**src/rtl/alu_pkg.sv**
```systemverilog
// rtl/alu_pkg.sv - shared ALU constants and helpers for the carry-lookahead adder
package alu_pkg;

  localparam int CLA_WIDTH = 16;
  localparam int CLA_GROUP = 4;

  function automatic int cla_num_groups(input int width, input int group);
    return width / group;
  endfunction

endpackage

```
**src/rtl/cla_group4.sv**
```systemverilog
// rtl/cla_group4.sv - 4-bit lookahead group: flat internal carries, sum, group propagate/generate
module cla_group4 (
  input  logic [3:0] a,
  input  logic [3:0] b,
  input  logic       cin,
  output logic [3:0] s,
  output logic       pg,
  output logic       gg
);

  logic [3:0] w_p;
  logic [3:0] w_g;
  logic [3:0] w_c;

  assign w_p = a ^ b;
  assign w_g = a & b;

  // Every carry is a flat two-level expression of p/g/cin; no ripple inside the group.
  assign w_c[0] = cin;
  assign w_c[1] = w_g[0]
                | (w_p[0] & cin);
  assign w_c[2] = w_g[1]
                | (w_p[1] & w_g[0])
                | (w_p[1] & w_p[0] & cin);
  assign w_c[3] = w_g[2]
                | (w_p[2] & w_g[1])
                | (w_p[2] & w_p[1] & w_g[0])
                | (w_p[2] & w_p[1] & w_p[0] & cin);

  assign s  = w_p ^ w_c;
  assign pg = &w_p;
  assign gg = w_g[3]
            | (w_p[3] & w_g[2])
            | (w_p[3] & w_p[2] & w_g[1])
            | (w_p[3] & w_p[2] & w_p[1] & w_g[0]);

endmodule

```
**src/rtl/cla_adder16.sv**
```systemverilog
// rtl/cla_adder16.sv - 16-bit two-level carry-lookahead adder with registered sum/carry/overflow
module cla_adder16
  import alu_pkg::*;
#(
  parameter int WIDTH = CLA_WIDTH,
  parameter int GROUP = CLA_GROUP
) (
  input  logic             clock,
  input  logic             reset,
  input  logic [WIDTH-1:0] a,
  input  logic [WIDTH-1:0] b,
  input  logic             c_in,
  input  logic             in_valid,
  output logic [WIDTH-1:0] sum,
  output logic             c_out,
  output logic             ovf,
  output logic             out_valid
);

  localparam int NG = cla_num_groups(WIDTH, GROUP);

  logic [NG-1:0]    w_pg;
  logic [NG-1:0]    w_gg;
  logic [NG:0]      w_gc;
  logic [WIDTH-1:0] w_sum;
  logic             w_c_msb;
  logic             w_ovf;

  logic [WIDTH-1:0] r_sum;
  logic             r_c_out;
  logic             r_ovf;
  logic             r_valid;

  for (genvar k = 0; k < NG; k++) begin : g_grp
    cla_group4 u_grp (
      .a   (a[k*GROUP +: GROUP]),
      .b   (b[k*GROUP +: GROUP]),
      .cin (w_gc[k]),
      .s   (w_sum[k*GROUP +: GROUP]),
      .pg  (w_pg[k]),
      .gg  (w_gg[k])
    );
  end

  // Second-level lookahead: each group carry-in is a flat function of PG/GG and c_in.
  assign w_gc[0] = c_in;
  assign w_gc[1] = w_gg[0]
                 | (w_pg[0] & c_in);
  assign w_gc[2] = w_gg[1]
                 | (w_pg[1] & w_gg[0])
                 | (w_pg[1] & w_pg[0] & c_in);
  assign w_gc[3] = w_gg[2]
                 | (w_pg[2] & w_gg[1])
                 | (w_pg[2] & w_pg[1] & w_gg[0])
                 | (w_pg[2] & w_pg[1] & w_pg[0] & c_in);
  assign w_gc[4] = w_gg[3]
                 | (w_pg[3] & w_gg[2])
                 | (w_pg[3] & w_pg[2] & w_gg[1])
                 | (w_pg[3] & w_pg[2] & w_pg[1] & w_gg[0])
                 | (w_pg[3] & w_pg[2] & w_pg[1] & w_pg[0] & c_in);

  // Carry into the MSB is recovered from its sum bit: s = a ^ b ^ c.
  assign w_c_msb = w_sum[WIDTH-1] ^ a[WIDTH-1] ^ b[WIDTH-1];
  assign w_ovf   = w_c_msb ^ w_gc[NG];

  always_ff @(posedge clock) begin
    if (reset) begin
      r_sum   <= '0;
      r_c_out <= 1'b0;
      r_ovf   <= 1'b0;
      r_valid <= 1'b0;
    end else begin
      r_sum   <= w_sum;
      r_c_out <= w_gc[NG];
      r_ovf   <= w_ovf;
      r_valid <= in_valid;
    end
  end

  assign sum       = r_sum;
  assign c_out     = r_c_out;
  assign ovf       = r_ovf;
  assign out_valid = r_valid;

endmodule

```
**config.mk**
```make
export PLATFORM = sky130hd
export DESIGN_NAME = cla_adder16
export DESIGN_NICKNAME = d
export VERILOG_FILES = /design/src/rtl/alu_pkg.sv /design/src/rtl/cla_group4.sv /design/src/rtl/cla_adder16.sv
export SDC_FILE = /design/constraint.sdc
export NUM_CORES = 1
export LEC_CHECK = 0
export BUFFER_PORTS_ARGS = -buffer_cell sky130_fd_sc_hd__buf_2
export CORE_ASPECT_RATIO = 0.6
export CORE_UTILIZATION = 47
export CTS_CLUSTER_DIAMETER = 100
export DETAILED_ROUTE_END_ITERATION = 8
export PLACE_DENSITY = 0.84
export SYNTH_ARGS = -nofsm -noshare
export SYNTH_HDL_FRONTEND = slang
export SYNTH_HIERARCHICAL = 1
export SYNTH_SLANG_ARGS = --single-unit
```
**constraint.sdc**
```tcl
create_clock -name clock -period 3.3 [get_ports clock]
set_clock_uncertainty 0.15 [all_clocks]
set_input_delay 0.165 -clock clock [delete_from_list [all_inputs] [get_ports clock]]
set_output_delay 0.165 -clock clock [all_outputs]
set_load 0.02 [all_outputs]
```
**Yosys cells after proc, flatten, opt, wreduce, memory -nomap -nowiden**

Cells that the tools add are included.

- Output and inout bits: 19
- Word-level logic and storage cells: 141
- Flip-flop bits (word level): 19

- Bitwise operators: 133
- Reduce and logical (&&, ||, !) cells: 4

Operators by type and width:

| cell | number |
|---|---|
| $and A1 B1 Y1 | 72 |
| $or A1 B1 Y1 | 46 |
| $xor A4 B4 Y4 | 8 |
| $and A4 B4 Y4 | 4 |
| $reduce_and A4 Y1 | 4 |
| $xor A1 B1 Y1 | 3 |

**Depth between registers and ports, before layout**

Gate-level depths: netlist of run 1.

- Depth after elaboration: 15
- Depth in mapped cells: 14
- Gate-level depth less buffers: 14

**Hierarchy**

The synthesis of run 1 kept the hierarchy.

Modules (own cells, without submodules):

| module | area each (sq um) | cells each | seq. area each (sq um) | instances |
|---|---|---|---|---|
| cla_group4 | 182.7 | 22 | 0.0 | 4 |
| cla_adder16 | 581.8 | 49 | 380.4 | 1 |

**Worst setup path after synthesis of run 1**

Ideal clock, no wire load.

- Path kind: input -> register
- Start point: input a[2]
- End point: register r_ovf, in the netlist ovf
- Arrival: 2.382 ns
- Stages: 14
- Data required time: 3.031 ns
- Setup time: 0.119 ns
- Path slack: 0.649 ns
- Path through: ha_1 -> a21oi_1 -> nand2_1 -> a21o_1 -> a21o_1 -> a21o_1 -> a21o_1 -> nand4_1 -> nand3_1 -> xor2_1 -> xor2_1 -> xnor2_1 -> nand3_1 -> nor3b_2

- Longest elaborated chain between the ends: 14
- Elaborated cells on any way between the ends: 27
- Classes of those cells: 26 x bitwise; 1 x reduce/logical

Ends and longest elaborated chain:

| item | line | source |
|---|---|---|
| start, declared | cla_adder16.sv:10 | `input logic [WIDTH-1:0] a,` |
| $and A4 B4 Y4 / $xor A4 B4 Y4 (equally long branches) | cla_group4.sv:16, cla_group4.sv:15 |  |
| $and A1 B1 Y1, on equally long branches | cla_group4.sv:33, cla_group4.sv:34, cla_group4.sv:35 |  |
| $or A1 B1 Y1 (tied with other cells) | cla_group4.sv:33 | `\| (w_p[3] & w_g[2])` |
| $or A1 B1 Y1 / $and A1 B1 Y1 (equally long branches) | cla_group4.sv:34, cla_group4.sv:35 |  |
| $or A1 B1 Y1 * | cla_group4.sv:35 | `\| (w_p[3] & w_p[2] & w_p[1] & w_g[0]);` |
| net w_gg[0] | cla_adder16.sv:23 | `logic [NG-1:0] w_gg;` |
| $and A1 B1 Y1 * | cla_adder16.sv:54 | `\| (w_pg[2] & w_pg[1] & w_gg[0])` |
| $or A1 B1 Y1 * | cla_adder16.sv:54 |  |
| $or A1 B1 Y1 * | cla_adder16.sv:55 | `\| (w_pg[2] & w_pg[1] & w_pg[0] & c_in);` |
| net w_gc[3] | cla_adder16.sv:24 | `logic [NG:0] w_gc;` |
| $and A1 B1 Y1 * | cla_group4.sv:28 | `\| (w_p[2] & w_p[1] & w_p[0] & cin);` |
| $or A1 B1 Y1 * | cla_group4.sv:28 |  |
| $xor A4 B4 Y4 * | cla_group4.sv:30 | `assign s = w_p ^ w_c;` |
| net w_sum[15] | cla_adder16.sv:25 | `logic [WIDTH-1:0] w_sum;` |
| $xor A1 B1 Y1 * (2 in series) | cla_adder16.sv:63 | `assign w_c_msb = w_sum[WIDTH-1] ^ a[WIDTH-1] ^ b[WIDTH-1];` |
| $xor A1 B1 Y1 * | cla_adder16.sv:64 | `assign w_ovf = w_c_msb ^ w_gc[NG];` |
| end signal, assigned | cla_adder16.sv:75 | `r_ovf <= w_ovf;` |
| end, declared | cla_adder16.sv:31 | `logic r_ovf;` |

The timed path passes the listed nets; every way through them passes the cells marked *.
A chain may end at the register's enable or synchronous reset.

**Final worst setup path of run 1**

Ends and elaborated chain as after synthesis.

==> reports/metrics.csv, run 1 <==
stage,metric,value,unit
outcome,outcome,finished clean,
layout,area_growth_syn_to_layout,27.55,%
timing,setup_viol_count_final,0,
global_routing,grt_pass1_wl,4740,um
pwr,power_density,422.3,mW/mm^2
detailed_routing,detail_route.wl_per_cell,12.20,um
pwr,power.ir.vdd_worst,0.1517,mV
cts,ctsLongestPathBuffers,2,
yosys,synth.area.top_cells,"sky130_fd_sc_hd__dfxtp_1, sky130_fd_sc_hd__ha_1, sky130_fd_sc_hd__nor2b_1",
layout,postLayoutCoreUtil,0.6501,
yosys,synth-seq-area-share,0.2898,
yosys,post_synth_num_cell_types,16,
critical_path,critical-path-slowest-cell,sky130_fd_sc_hd__ha_1,
critical_path,timing.critical_path.from_type,input pin,
critical_path,worst_setup_path_end_kind,flip-flop,
layout,antenna_cells_inserted,0,
pwr,p_leak,0.0009346,uW
timing,finalSetupTns,0,ps
layout,multi_input_comb_area,867.1,um^2
detailed_routing,drt_pass1_iterations,4,
critical_path,path_max_fanout,5,
floorplanning,ios,55,
critical_path,critPathMaxStageDelay,360,ps
detailed_routing,routed_wl,2769,um
yosys,synth-seq-cells,19,
timing,rsz0062_at_grt,no,
detailed_routing,detail_route.drc_violations,0,
floorplanning,floorplan.die.height,42.94,um
critical_path,cp_data_required_time,3280,ps
flow_run,cap_violations,0,
cts,number_of_buffers_added_for_setup_after_cts,0,
timing,timing.final.crit_share,0.8126,
layout,final-seq-area,380.4,um^2
worst_hold_path,timing.hold.worst.start,reset,
cts,postcts_resize_cnt,0,
critical_path,timing_worst_setup_path_type,input pin to flip-flop,
yosys,post_synth_inst_count,137,
critical_path,critPathArrivalTime,2670,ps
global_routing,grt_pass1_vias,1056,
layout,drive_gt1_frac,0.3487,
critical_path,setup.worst_path.start,a[2],
global_routing,grt_antenna_before_repair,0,
timing,hold_violations,0,
detailed_routing,first_iter_violations,31,
yosys,yosys_warnings,6,
floorplanning,placement_rows,14,
cts,clkSlewWorstSetupHoldPaths,70,ps
timing,max-slew-margin-rel,0.7761,
floorplanning,fp.coreArea,0.002575,mm^2
pwr,totalPowerFinal,707.0,uW
placement,place_hpwl,2443,um
layout,stdcell_area,0.001674,mm^2
placement,numPortBuffers,54,
floorplanning,dieWidth,70.22,um
cts,htreeDepth,1,
cts,clock-root-buffer,sky130_fd_sc_hd__clkbuf_8,
layout,filler_cell_count,213,
critical_path,critical_path.cell_chain,"buf_2, ha_1, a21oi_1, nand2_1, a21o_1, a21o_1, a21o_1, a21o_1, nand4_1, nand3_1, xor2_1, xor2_1, xnor2_1, nand3_1, nor3b_2",
timing,worst_margin_slew,335.9,ps
cts,tritoncts.num_buffers,3,
placement,placement.cell_area,0.001618,mm^2
detailed_routing,num_vias,1125,
cts,numClockSinks,19,
cts,cts_hold_buffers,1,
floorplanning,initial_core_util,0.5097,
cts,tritoncts,done,
global_routing,grtUsageTotal,0.2012,
detailed_routing,drtAntennaViolNets,0,
detailed_routing,via_cell_ratio,4.956,
yosys,synth_nets,197,
timing,maxSlewViolCount,0,
yosys,synthDominantAreaCellType,sky130_fd_sc_hd__dfxtp_1,
timing,timing.final.crit_period,2682,ps
yosys,mappedNetlistArea,0.001313,mm^2
global_routing,globalRoute.totalOverflow,0,
timing,achievable-frequency,0.3729,GHz
floorplanning,die_area,0.003015,mm^2
placement,gpl.final_weighted_congestion,0.8287,
layout,design.final.nets,256,
yosys,avgSynthCellArea,9.580,um^2
yosys,synth_top_area_share,0.2898,
global_routing,grt_start_max_net_pins,20,
critical_path,critical_path.most_common_cell,sky130_fd_sc_hd__a21o_1,
worst_hold_path,hold_path.class,input pin to flip-flop,
-- cells by family after synthesis --
kind of cell	count (synthesis)	synth area share
flip-flops	19	0.2898
adder cells (fa/ha/maj)	24	0.2517
XOR/XNOR	14	0.09342
AO/OA/AOI/OAI	23	0.1249
buffers and inverters	17	0.04957
AND/OR/NAND/NOR	40	0.1907
-- critical path: cells and delay by family --
kind                     cells  cell delay [ps]
AO/OA/AOI/OAI                5             1030
XOR/XNOR                     3              540
AND/OR/NAND/NOR              5              470
adder cells (fa/ha/maj)      1              360
buffers and inverters        1              100
-- per-layer routing --
layer | up-vias | wire [um] | GRT usage
li1 | 580 | - | -
met1 | 509 | 1380 | 0.2767
met2 | 36 | 1281 | 0.3390
met3 | 0 | 107 | 0.03800
met4 | 0 | 0 | 0.02400
met5 | - | 0 | 0
-- report_power, final --
group | switching [uW] | total, uW | internal (uW)
Clock | 75.8 | 160 | 83.8
Sequential | 7.18 | 268 | 261
Combinational | 154 | 280 | 125
-- sequential cells by signal, indices dropped and copies added, names as in the netlist --
signal	count
ovf	1
sum	16
out_valid	1
c_out	1
-- path summary, 6_finish.rpt --
| kind | endpoint | slack (ps) | cells past startpoint |
|---|---|---|---|
| worst max-delay path | ovf | 620 | 15 |
| worst min-delay path | sum[6] | 140 | 2 |
-- through the flow --
stage	cells	setup slack, ps	hold WS [ps]
after floorplan	137	648.6	86.61
after global placement	222	439.2	230.1
after detailed placement	222	349.0	258.2
after CTS	227	625.0	137.7
after global routing	227	418.0	150.5
final	227	618.4	136.5
-- Yosys cell counts --
| cell type | count |
|---|---|
| sky130_fd_sc_hd__ha_1 | 20 |
| sky130_fd_sc_hd__nand3_1 | 9 |
| sky130_fd_sc_hd__dfxtp_1 | 19 |
| sky130_fd_sc_hd__fa_1 | 4 |
| sky130_fd_sc_hd__xnor2_1 | 9 |
| sky130_fd_sc_hd__nand4_1 | 5 |
| sky130_fd_sc_hd__inv_1 | 16 |
| sky130_fd_sc_hd__xor2_1 | 5 |
| sky130_fd_sc_hd__and4_2 | 4 |
| sky130_fd_sc_hd__buf_2 | 1 |
| sky130_fd_sc_hd__a21oi_2 | 5 |
| sky130_fd_sc_hd__a21o_1 | 12 |
| sky130_fd_sc_hd__nor2b_1 | 17 |
| sky130_fd_sc_hd__a21oi_1 | 6 |
| sky130_fd_sc_hd__nand2_1 | 4 |
| sky130_fd_sc_hd__nor3b_2 | 1 |
-- area by class of cell --
class,instances,share of cell area
Tap cell,32,0.02392
Timing Repair Buffer,55,0.1674
Sequential cell,19,0.2272
Multi-Input combinational cell,101,0.5179
Clock buffer,3,0.02466
Inverter,16,0.03587
Clock inverter,1,0.002990
-- layout by cell type, fill, tap and decap left out, drive strengths merged --
master	synthesis	final
buf	1	54
ha	20	20
dfxtp	19	19
nor2b	17	17
inv	16	16
a21o	12	12
a21oi	11	11
xnor2	9	9
nand3	9	9
nand4	5	5
xor2	5	5
and4	4	4
nand2	4	4
fa	4	4
clkbuf	0	3
nor3b	1	1
clkinv	0	1
dlygate4sd3	0	1
No activity file was read; power rests on OpenSTA's default activity.
==> run 2: changes to the inputs <==
--- a/config.mk
+++ b/config.mk
@@ -5,12 +5,13 @@
 export SDC_FILE = /design/constraint.sdc
 export NUM_CORES = 1
 export LEC_CHECK = 0
+export ABC_AREA = 1
 export BUFFER_PORTS_ARGS = -buffer_cell sky130_fd_sc_hd__buf_2
 export CORE_ASPECT_RATIO = 0.6
-export CORE_UTILIZATION = 47
+export CORE_UTILIZATION = 49
 export CTS_CLUSTER_DIAMETER = 100
 export DETAILED_ROUTE_END_ITERATION = 8
-export PLACE_DENSITY = 0.84
+export PLACE_DENSITY = 0.85
 export SYNTH_ARGS = -nofsm -noshare
 export SYNTH_HDL_FRONTEND = slang
 export SYNTH_HIERARCHICAL = 1
==> constraint.sdc (replaced) <==
create_clock -name clock -period 2.5 [get_ports clock]
set_clock_uncertainty 0.15 [all_clocks]
set_input_delay 0.125 -clock clock [delete_from_list [all_inputs] [get_ports clock]]
set_output_delay 0.125 -clock clock [all_outputs]
set_load 0.02 [all_outputs]
==> reports/metrics.csv, run 2 <==
stage,metric,value,unit,change
outcome,outcome,finished clean,,
yosys,avgSynthCellArea,6.673,um^2,-30%
pwr,totalPowerFinal,921.2,uW,+30%
layout,design.final.nets,338,,+32%
timing,finalSetupTns,0,ps,unchanged
global_routing,grt_start_max_net_pins,20,,unchanged
global_routing,grt_pass1_vias,1173,,+11%
pwr,p_leak,0.001146,uW,+23%
detailed_routing,drtAntennaViolNets,0,,unchanged
yosys,yosysMostFrequentCell,sky130_fd_sc_hd__inv_1,,
worst_hold_path,timing.hold.worst.start,reset,,
critical_path,critical-path-slowest-cell,sky130_fd_sc_hd__ha_2,,
pwr,power.ir.vdd_worst,0.3955,mV,+160%
yosys,synth.area.top_cells,"sky130_fd_sc_hd__dfxtp_1, sky130_fd_sc_hd__ha_1, sky130_fd_sc_hd__inv_1",,
cts,number_of_buffers_added_for_setup_after_cts,0,,unchanged
critical_path,timing_worst_setup_path_type,input pin to flip-flop,,
timing,hold_violations,0,,unchanged
cts,tritoncts,done,,
pwr,power_density,500.2,mW/mm^2,+18%
yosys,synth_enable_flop_cells,0,,unchanged
critical_path,buffering_stage_count_on_the_worst_path_with_inverters_included,4,,+3
placement,place_hpwl,2324,um,-4.9%
detailed_routing,routed_wl,2779,um,+0.36%
layout,mostFrequentLayoutCell,sky130_fd_sc_hd__inv_1,,
worst_hold_path,hold_depth,2,,unchanged
yosys,post_synth_inst_count,219,,+60%
layout,mostFrequentLayoutCells,"sky130_fd_sc_hd__inv_1, sky130_fd_sc_hd__buf_2, sky130_fd_sc_hd__nand2_1",,
floorplanning,ios,55,,unchanged
yosys,yosys_warnings,6,,unchanged
yosys,synth_nets,279,,+42%
cts,ctsLongestPathBuffers,2,,unchanged
detailed_routing,via_cell_ratio,4.350,,-12%
layout,drive_gt1_frac,0.2238,,-0.1249
floorplanning,dieWidth,72.51,um,+3.3%
floorplanning,placement_rows,14,,unchanged
yosys,synth_async_sr_flop_share,0,,unchanged
timing,timing.final.crit_share,0.8915,,
pwr,p_comb_frac,0.394,,-0.002
global_routing,grtUsageTotal,0.1930,,-0.008224
pwr,clock_power_share,0.227,,about the same
yosys,synth_top_area_share,0.2603,,-0.02953
detailed_routing,detail_route.wl_per_cell,8.767,um,-28%
timing,maxSlewViolCount,0,,unchanged
critical_path,critical_path.cell_chain,"buf_2, ha_2, nand2_1, nor2_1, nor2_2, o21bai_1, inv_1, nand2_1, a21oi_1, inv_1, nand2_1, nand2_1, nand4_1, nand2_1, nand2_1, nand2_1, inv_1, nand2_1, nand2_1, nand2_1, nand2_1, nand2_1, nand2_1, nor2_1",,
floorplanning,floorplan.die.height,44.30,um,+3.2%
layout,fin_cells,317,,+40%
floorplanning,die_area,0.003212,mm^2,+6.5%
cts,htreeDepth,1,,unchanged
pwr,p_int,598.0,uW,+27%
yosys,synth_ff_type,sky130_fd_sc_hd__dfxtp_1,,
yosys,synth-seq-area-share,0.2603,,-0.02953
critical_path,cp_data_required_time,2540,ps,-740 ps
placement,gpl.final_weighted_congestion,0.8065,,-2.7%
yosys,post_synth_num_cell_types,15,,-1
critical_path,critPathMaxStageDelay,380,ps,+20 ps
layout,area_growth_syn_to_layout,26.03,%,
critical_path,critPathTopFamily,simple AND/OR/NAND/NOR gates,,
detailed_routing,drt_pass1_iterations,4,,unchanged
pwr,switching_power,323.2,uW,+36%
layout,flip_flop_count_of_the_largest_register_after_layout,16,,unchanged
cts,clkSlewWorstSetupHoldPaths,70,ps,about the same
global_routing,grt_antenna_before_repair,0,,unchanged
placement,placed_cells_incl_taps,312,,+41%
global_routing,globalRoute.totalOverflow,0,,unchanged
critical_path,timing.critical_path.from_type,input pin,,
detailed_routing,num_vias,1379,,+23%
floorplanning,initial_core_util,0.5489,,+0.03915
worst_hold_path,hold_path.class,input pin to flip-flop,,
flow_run,cap_violations,0,,unchanged
pwr,seq_power_share,0.380,,about the same
placement,numPortBuffers,54,,unchanged
floorplanning,fp.coreArea,0.002663,mm^2,+3.4%
timing,max-slew-margin-rel,0.7730,,-0.003072
yosys,synth-seq-cells,19,,unchanged
critical_path,critPathArrivalTime,2260,ps,-410 ps
yosys,synth.top_cells.by_count,"sky130_fd_sc_hd__inv_1, sky130_fd_sc_hd__nand2_1, sky130_fd_sc_hd__nor2_1",,
global_routing,grt_pass1_wl,4767,um,+0.57%
yosys,mappedNetlistArea,0.001461,mm^2,+11%
critical_path,critical_path.most_common_cell,sky130_fd_sc_hd__nand2_1,,
timing,timing.final.crit_period,2229,ps,
worst_hold_path,min_delay_worst_endpoint,sum[3],,
timing,rsz0062_at_grt,no,,
pwr,switching_share,0.3508,,+0.01538
detailed_routing,detail_route.drc_violations,0,,unchanged
critical_path,worst_setup_path_end_kind,flip-flop,,
cts,numClockSinks,19,,unchanged
yosys,synthDominantAreaCellType,sky130_fd_sc_hd__dfxtp_1,,
timing,worst_margin_slew,340.5,ps,+4.607 ps
cts,tritoncts.num_buffers,3,,unchanged
timing,setup_viol_count_final,0,,unchanged
detailed_routing,first_iter_violations,49,,+58%
timing,achievable-frequency,0.4487,GHz,
critical_path,path_max_fanout,6,,+1
layout,antenna_cells_inserted,0,,unchanged
cts,clock-root-buffer,sky130_fd_sc_hd__clkbuf_8,,
[run 2: cell count changes after synthesis, sizes merged, moves of 5 or more]
cell and change:
a21o -12, a21oi -9, inv +42, nand2 +47
nor2 +33, nor2b -17, xnor2 -5
[run 2: routing by layer]
metal  share of wire  GRT usage  up-vias
met5               0          0        -
met4               0    0.02353        0
met3           0.069    0.06606        0
met2            0.40     0.3121       41
met1            0.53     0.2595      580
li1                -          -      758
[run 2: timing repair]
action,in CTS,in global routing
hold endpoints to repair,1,0
hold buffers,1,0
gates resized for setup,0,3
setup endpoints to repair,0,1
[run 2: final cells by class]
class | instances | area (um^2)
Timing Repair Buffer | 56 | 287.8
Clock buffer | 4 | 45.04
Sequential cell | 19 | 380.4
Fill cell | 240 | 820.8
Multi-Input combinational cell | 140 | 860.8
Inverter | 58 | 217.7
Tap cell | 40 | 50.05
[run 2: how the worst max path moves through the flow]
stage,start,end,slack (ps),cells past startpoint
after detailed placement,a[1],ovf,50,24
after floorplan,a[2],ovf,370,23
after global routing,a[2],ovf,1,23
after CTS,a[1],ovf,300,24
after global placement,a[1],ovf,180,24
final,b[1],ovf,270,24
[run 2: cells by family after synthesis]
family                     Yosys count  synth area share
xor gates and xnor gates             8           0.04794
and+or+nand+nor                    102            0.2825
buffers and inverters               60            0.1558
AOI/OAI and AO/OA                    6           0.02740
adders and majority gates           24            0.2260
DFF                                 19            0.2603
[run 2: stage by stage]
stage	setup slack (ps)	hold slack (ps)	area, um^2	utilization
after floorplan	369.2	81.97	1461	-
after global placement	184.0	182.5	1779	0.6682
after detailed placement	51.08	196.7	1779	0.6682
after CTS	301.9	97.31	1834	0.6889
after global routing	1.232	99.09	1842	0.6917
final	271.3	97.45	1842	0.6917
[run 2: power by group through the flow]
stage               Clock, uW  Combinational, uW  Sequential, uW
global placement            0                352             356
detailed placement          0                359             356
finish                    209                363             350
global route              231                416             352
floorplan                   0                200             407
CTS                       217                362             350
